<file path="src/rtl/ltc2387_decimator_if.sv">
// Result handshake between the LTC2387 decimator and the downstream fabric
// consumer, such as a FIFO or DMA. The decimator drives the master modport.
interface ltc2387_decimator_if #(
    parameter int ADC_WIDTH = 18
);
    logic [ADC_WIDTH-1:0] avg_data;
    logic                 avg_valid;
    logic                 avg_ready;

    modport master (output avg_data, output avg_valid, input avg_ready);
    modport slave  (input avg_data, input avg_valid, output avg_ready);
endinterface

</file>
<file path="src/rtl/ltc2387_decimator.sv">
// Boxcar decimator for reconstructed LTC2387 samples. It averages 2^k
// consecutive accepted samples and presents each result on a valid/ready
// handshake. Results that complete while an earlier result is still unaccepted
// are dropped, and the overrun counter records each drop.
// Build option: LTC2387_DEC_ROUND_EN adds round-half-up before the shift.
// When it is not defined, the shift truncates toward -inf.
module ltc2387_decimator #(
    parameter int ADC_WIDTH     = 18,
    parameter int MAX_LOG2_DEC  = 8,
    parameter int OVR_CNT_WIDTH = 16
) (
    input  logic                     sys_clk_int,
    input  logic                     reset_int,
    input  logic                     enable,
    input  logic [3:0]               dec_log2,
    input  logic [ADC_WIDTH-1:0]     adc_data_in,
    input  logic                     adc_valid_in,
    ltc2387_decimator_if.master      avg_if,
    output logic                     busy,
    output logic [OVR_CNT_WIDTH-1:0] overrun_cnt
);
    localparam int ACC_W = ADC_WIDTH + MAX_LOG2_DEC;
    localparam int CNT_W = MAX_LOG2_DEC + 1;

    logic                    valid_d;
    logic [3:0]              k_lat;
    logic [CNT_W-1:0]        count;
    logic signed [ACC_W-1:0] acc;
    logic [ADC_WIDTH-1:0]    avg_data_q;
    logic                    avg_valid_q;

    logic                    accept;
    logic [3:0]              k_clamp;
    logic [3:0]              k_eff;
    logic [CNT_W-1:0]        count_next;
    logic [CNT_W-1:0]        block_len;
    logic                    block_done;
    logic signed [ACC_W-1:0] sample_ext;
    logic signed [ACC_W-1:0] sum;
    logic signed [ACC_W-1:0] sum_rnd;
    logic signed [ACC_W-1:0] shifted;
    logic [ADC_WIDTH-1:0]    avg_next;

    // Detect sample edges, choose k for this block, and build the next average.
    // While count is zero, the incoming sample starts a new block. That sample
    // uses the freshly clamped k, not the stale k_lat.
    always_comb begin
        accept     = adc_valid_in && !valid_d && enable;
        k_clamp    = (dec_log2 > 4'(MAX_LOG2_DEC)) ? 4'(MAX_LOG2_DEC) : dec_log2;
        k_eff      = (count == '0) ? k_clamp : k_lat;
        count_next = count + CNT_W'(1);
        block_len  = CNT_W'(1) << k_eff;
        block_done = accept && (count_next == block_len);
        sample_ext = {{MAX_LOG2_DEC{adc_data_in[ADC_WIDTH-1]}}, adc_data_in};
        sum        = acc + sample_ext;
`ifdef LTC2387_DEC_ROUND_EN
        sum_rnd    = (k_eff != 4'd0) ? sum + (ACC_W'(1) << (k_eff - 4'd1)) : sum;
`else
        sum_rnd    = sum;
`endif
        shifted    = sum_rnd >>> k_eff;
        avg_next   = ADC_WIDTH'(shifted);
    end

    // Accumulate samples, then publish results or count overruns.
    always_ff @(posedge sys_clk_int) begin
        if (reset_int) begin
            valid_d     <= 1'b0;
            k_lat       <= 4'd0;
            count       <= '0;
            acc         <= '0;
            avg_data_q  <= '0;
            avg_valid_q <= 1'b0;
            overrun_cnt <= '0;
        end else begin
            valid_d <= adc_valid_in;

            if (!enable) begin
                acc   <= '0;
                count <= '0;
            end else if (accept) begin
                if (count == '0) begin
                    k_lat <= k_clamp;
                end
                if (block_done) begin
                    acc   <= '0;
                    count <= '0;
                end else begin
                    acc   <= sum;
                    count <= count_next;
                end
            end

            if (block_done) begin
                if (!avg_valid_q || avg_if.avg_ready) begin
                    avg_data_q  <= avg_next;
                    avg_valid_q <= 1'b1;
                end else if (overrun_cnt != '1) begin
                    overrun_cnt <= overrun_cnt + OVR_CNT_WIDTH'(1);
                end
            end else if (avg_if.avg_ready) begin
                avg_valid_q <= 1'b0;
            end
        end
    end

    assign avg_if.avg_data  = avg_data_q;
    assign avg_if.avg_valid = avg_valid_q;
    assign busy             = (count != '0);
endmodule

</file>
<file path="src/flat_wrapper.sv">
// flat-port wrapper written by rule: the top's interface ports become plain ports
module ltc2387_decimator_flat 
#(
    parameter int ADC_WIDTH     = 18,
    parameter int MAX_LOG2_DEC  = 8,
    parameter int OVR_CNT_WIDTH = 16
)
  (sys_clk_int, reset_int, enable, dec_log2, adc_data_in, adc_valid_in, busy, overrun_cnt, avg_if_avg_data, avg_if_avg_valid, avg_if_avg_ready);
  ltc2387_decimator_if #(.ADC_WIDTH(ADC_WIDTH)) avg_if_i ();
  input  logic sys_clk_int;
  input  logic reset_int;
  input  logic enable;
  input  logic [3:0] dec_log2;
  input  logic [ADC_WIDTH-1:0] adc_data_in;
  input  logic adc_valid_in;
  output logic busy;
  output logic [OVR_CNT_WIDTH-1:0] overrun_cnt;
  output wire logic [$bits(avg_if_i.avg_data)-1:0] avg_if_avg_data;
  output wire logic [$bits(avg_if_i.avg_valid)-1:0] avg_if_avg_valid;
  input wire logic [$bits(avg_if_i.avg_ready)-1:0] avg_if_avg_ready;
  assign avg_if_avg_data = avg_if_i.avg_data;
  assign avg_if_avg_valid = avg_if_i.avg_valid;
  assign avg_if_i.avg_ready = avg_if_avg_ready;
  ltc2387_decimator #(.ADC_WIDTH(ADC_WIDTH), .MAX_LOG2_DEC(MAX_LOG2_DEC), .OVR_CNT_WIDTH(OVR_CNT_WIDTH)) u_core (.sys_clk_int(sys_clk_int), .reset_int(reset_int), .enable(enable), .dec_log2(dec_log2), .adc_data_in(adc_data_in), .adc_valid_in(adc_valid_in), .avg_if(avg_if_i), .busy(busy), .overrun_cnt(overrun_cnt));
endmodule
</file>
<file path="config.mk">
export PLATFORM = sky130hd
export DESIGN_NAME = ltc2387_decimator_flat
export DESIGN_NICKNAME = d
export VERILOG_FILES = /design/src/rtl/ltc2387_decimator_if.sv /design/src/rtl/ltc2387_decimator.sv /design/src/flat_wrapper.sv
export SDC_FILE = /design/constraint.sdc
export NUM_CORES = 1
export LEC_CHECK = 0
export CAP_MARGIN = 25
export CORE_ASPECT_RATIO = 0.5
export CORE_MARGIN = 2
export CORE_UTILIZATION = 40
export DETAILED_ROUTE_END_ITERATION = 8
export GPL_TIMING_DRIVEN = 0
export HOLD_SLACK_MARGIN = 0.02
export PLACE_DENSITY = 0.65
export SETUP_SLACK_MARGIN = 0.2
export SLEW_MARGIN = 20
export SYNTH_ARGS = -nofsm -noshare
export SYNTH_HDL_FRONTEND = slang
export SYNTH_SLANG_ARGS = --single-unit
</file>
<file path="constraint.sdc">
create_clock -name sys_clk_int -period 8.82 [get_ports sys_clk_int]
set_clock_uncertainty 0.15 [all_clocks]
set_input_delay 1.323 -clock sys_clk_int [delete_from_list [all_inputs] [get_ports sys_clk_int]]
set_output_delay 1.323 -clock sys_clk_int [all_outputs]
set_load 0.005 [all_outputs]
</file>
==> flow_summary.json <==
{
  "endpoint_kind": "flop",
  "place_ws_ps": 2790,
  "post-place-cells": 1121,
  "worstPathRequired_ps": 8910,
  "hold_buffers": 0,
  "peakVddDrop_uv": 91.0,
  "path_class": "input port to flop",
  "rsz0062_at_grt": "no",
  "die_h_um": 92.8,
  "fillCellCount": 1537,
  "reg2reg_from": "u_core.count[0]$_SDFFE_PP0P_",
  "drt-total-wl_um": 20500,
  "drive_gt1_share_pct": 5.57,
  "cts_sinks": 75,
  "synthArstFlopShare_pct": 0,
  "grt_pass1_vias": 6381,
  "clk_latency_ps": 350,
  "fin_cells": 1137,
  "maxCapViolCount": 0,
  "slew_viol_final": 0,
  "critPathLaunchType": "input port",
  "p_total_uw": 941,
  "synthSimpleGateAreaFrac_pct": 26.8,
  "cts_root_buf": "clkbuf_16",
  "period_minus_slack_ps": 5450,
  "layout_commonest_cell": "nand2_1",
  "ff2ff_setup_slack_ps": 4450,
  "slowest_stage": "nor4b_1",
  "grt_max_degree": 17,
  "startpoint": "adc_data_in[0]",
  "synthFlopType": "dfxtp_1",
  "wl_per_cell_um": 18.0,
  "min-delay-path-class": "flop to flop",
  "drc_errors": 0,
  "rows": 32,
  "synth-edff-count": 0,
  "max_slew.worst_pin.slew_ps": 920,
  "cts_made_buffers": 9,
  "synthMuxAreaShare_pct": 5.24,
  "fmax_mhz": 184,
  "vias": 6956,
  "cts_tree": "yes",
  "fin_crit_sh_pct": 61.8,
  "cellLeakagePower_nw": 2.76,
  "avgSynthCellArea_um2": 7.37,
  "dr.pass1.iters": 6,
  "grt_pass1_wl_um": 33000,
  "synth_compound_area_share_pct": 29.4,
  "seq_area_frac_synth_pct": 23.8,
  "syn_inst": 856,
  "cts_max_path_buffers": 2,
  "grt_overflow": 0,
  "die_area_mm2": 0.0169,
  "cpPeakStageDelay_ps": 770,
  "setup-tns-final_ps": 0,
  "synth-xor-area-share_pct": 4.30,
  "n_antenna_cell": 0,
  "hpwl_um": 16100,
  "cts_setup_buffers": 0,
  "synth_warnings": 0,
  "grt_use_total_pct": 24.5,
  "synth.ff_latch_count": 75,
  "crit_fanout": 7,
  "status": "complete, no violations",
  "relSlewSlack_pct": 38.0,
  "cp.arrival_ps": 5540,
  "io_buffers": 61,
  "ctsResizeCount": 0,
  "worst_slack_ps": 3370,
  "p_per_area_mw_per_mm2": 126,
  "synthesis.area_mm2": 0.00631,
  "path_clk_slew_ps": 60,
  "antenna_found_initial": 0,
  "ioPinCount": 63,
  "initial_core_util_pct": 40.9,
  "synth_top_family_by_area": "compound AO/OA/AOI/OAI gates",
  "final_cell_area_mm2": 0.00747,
  "hp-start": "u_core.avg_if.avg_data[11]$_SDFFE_PP0P_",
  "report.final.hold_viol_count": 0,
  "syn_to_final_growth_pct": 18.4,
  "final_cell_mix": "nand2_1 (100), nor2_1 (80), a21oi_1 (78)",
  "ant_nets": 0,
  "synth_fa_ha_area_share_pct": 5.87,
  "vias_per_cell": 6.12,
  "die_x_um": 182,
  "h-tree-depth": 3,
  "coreArea_mm2": 0.0154,
  "nets": 984,
  "drtIter0Drc": 675,
  "yosys.cell_types.count": 79,
  "setup_viol_count_final": 0,
  "place_area_mm2": 0.00717,
  "gp_congestion": 0.935,
  "worstPathCellList": "clkdlybuf4s50_1 -> ha_1 -> fa_1 -> a211oi_1 -> o211ai_1 -> a221oi_1 -> xor2_1 -> nor2_1 -> nor4b_1 -> o21ai_0 -> a41o_1",
  "synth_fp_nets": 912
}
[cell usage after synthesis, types with 7 or more instances]
cell / n / area, um^2
nand2_1: 100 / 375
nor2_1: 80 / 300
a21oi_1: 78 / 390
dfxtp_1: 75 / 1500
nand3_1: 56 / 280
o21ai_0: 49 / 245
clkbuf_1: 43 / 161
ha_1: 28 / 350
a211oi_1: 20 / 150
inv_1: 20 / 75.1
xnor2_1: 17 / 149
o211ai_1: 16 / 120
o22ai_1: 16 / 100
a22oi_1: 15 / 113
mux2i_1: 15 / 150
xor2_1: 14 / 123
and2_1: 13 / 81.3
nor3_1: 13 / 65.1
nand4_1: 12 / 75.1
nor2b_1: 11 / 68.8
a21o_1: 9 / 67.6
and3_1: 8 / 50.1
buf_2: 8 / 40.0
a221oi_1: 7 / 61.3
a31oi_1: 7 / 43.8
[final timing paths]
path,endpoint,cells after the start
hold / removal,u_core.avg_if.avg_data[11]$_SDFFE_PP0P_,2
setup reg to reg,u_core.avg_if.avg_data[5]$_SDFFE_PP0P_,13
setup / recovery,u_core.avg_if.avg_data[4]$_SDFFE_PP0P_,11
hold reg to reg,u_core.avg_if.avg_data[11]$_SDFFE_PP0P_,2
[critical path, delay by kind of cell]
| kind | cells | cell delay, ps |
|---|---|---|
| AOI/OAI and AO/OA | 5 | 1730 |
| and+or+nand+nor | 2 | 850 |
| adders and majority gates | 2 | 670 |
| xor gates and xnor gates | 1 | 540 |
| buffers and inverters | 1 | 410 |
[kinds of logic after synthesis]
kind of cell / after synthesis
flops: 75
compound gates: 283
simple gates: 335
fa+ha+maj: 29
mux: 28
xor+xnor: 31
buf+inv: 75
[registers in the layout, indices dropped and copies added (netlist names)]
signal	cells
u_core.overrun_cnt	16
u_core.acc	26
u_core.k_lat	4
u_core.avg_if.avg_data	18
u_core.count	9
u_core.valid_d	1
u_core.avg_if.avg_valid	1
[metrics by stage]
stage                     hold slack, ps  utilization, %
after CTS                            302            48.4
after floorplan                      286               -
after global placement               292            46.5
after detailed placement             293            46.5
after global routing                 328            48.5
final                                302            48.5
[power breakdown]
part	switching (mW)	internal (mW)	total, mW
clock	0.172	0.198	0.370
combinational	0.143	0.0803	0.223
sequential	0.00404	0.344	0.348
total	0.319	0.622	0.941
[layout make-up]
type,count,area [um^2],share of cell area (%)
multi-input combinational,706,4520,60.5
sequential,75,1500,20.1
timing repair buffer,61,611,8.17
tap,204,255,3.42
clock buffer,9,225,3.01
buffer,54,213,2.85
inverter,21,78.8,1.06
clock inverter,7,65.1,0.871
[layer usage]
metal	GRT usage, %	wire, um	vias up
met4	7.38	413	0
met5	0	0	-
li1	-	-	3370
met2	37.6	8700	241
met3	4.13	1360	34
met1	35.2	10000	3311
Power figures use the tool's default switching activity.
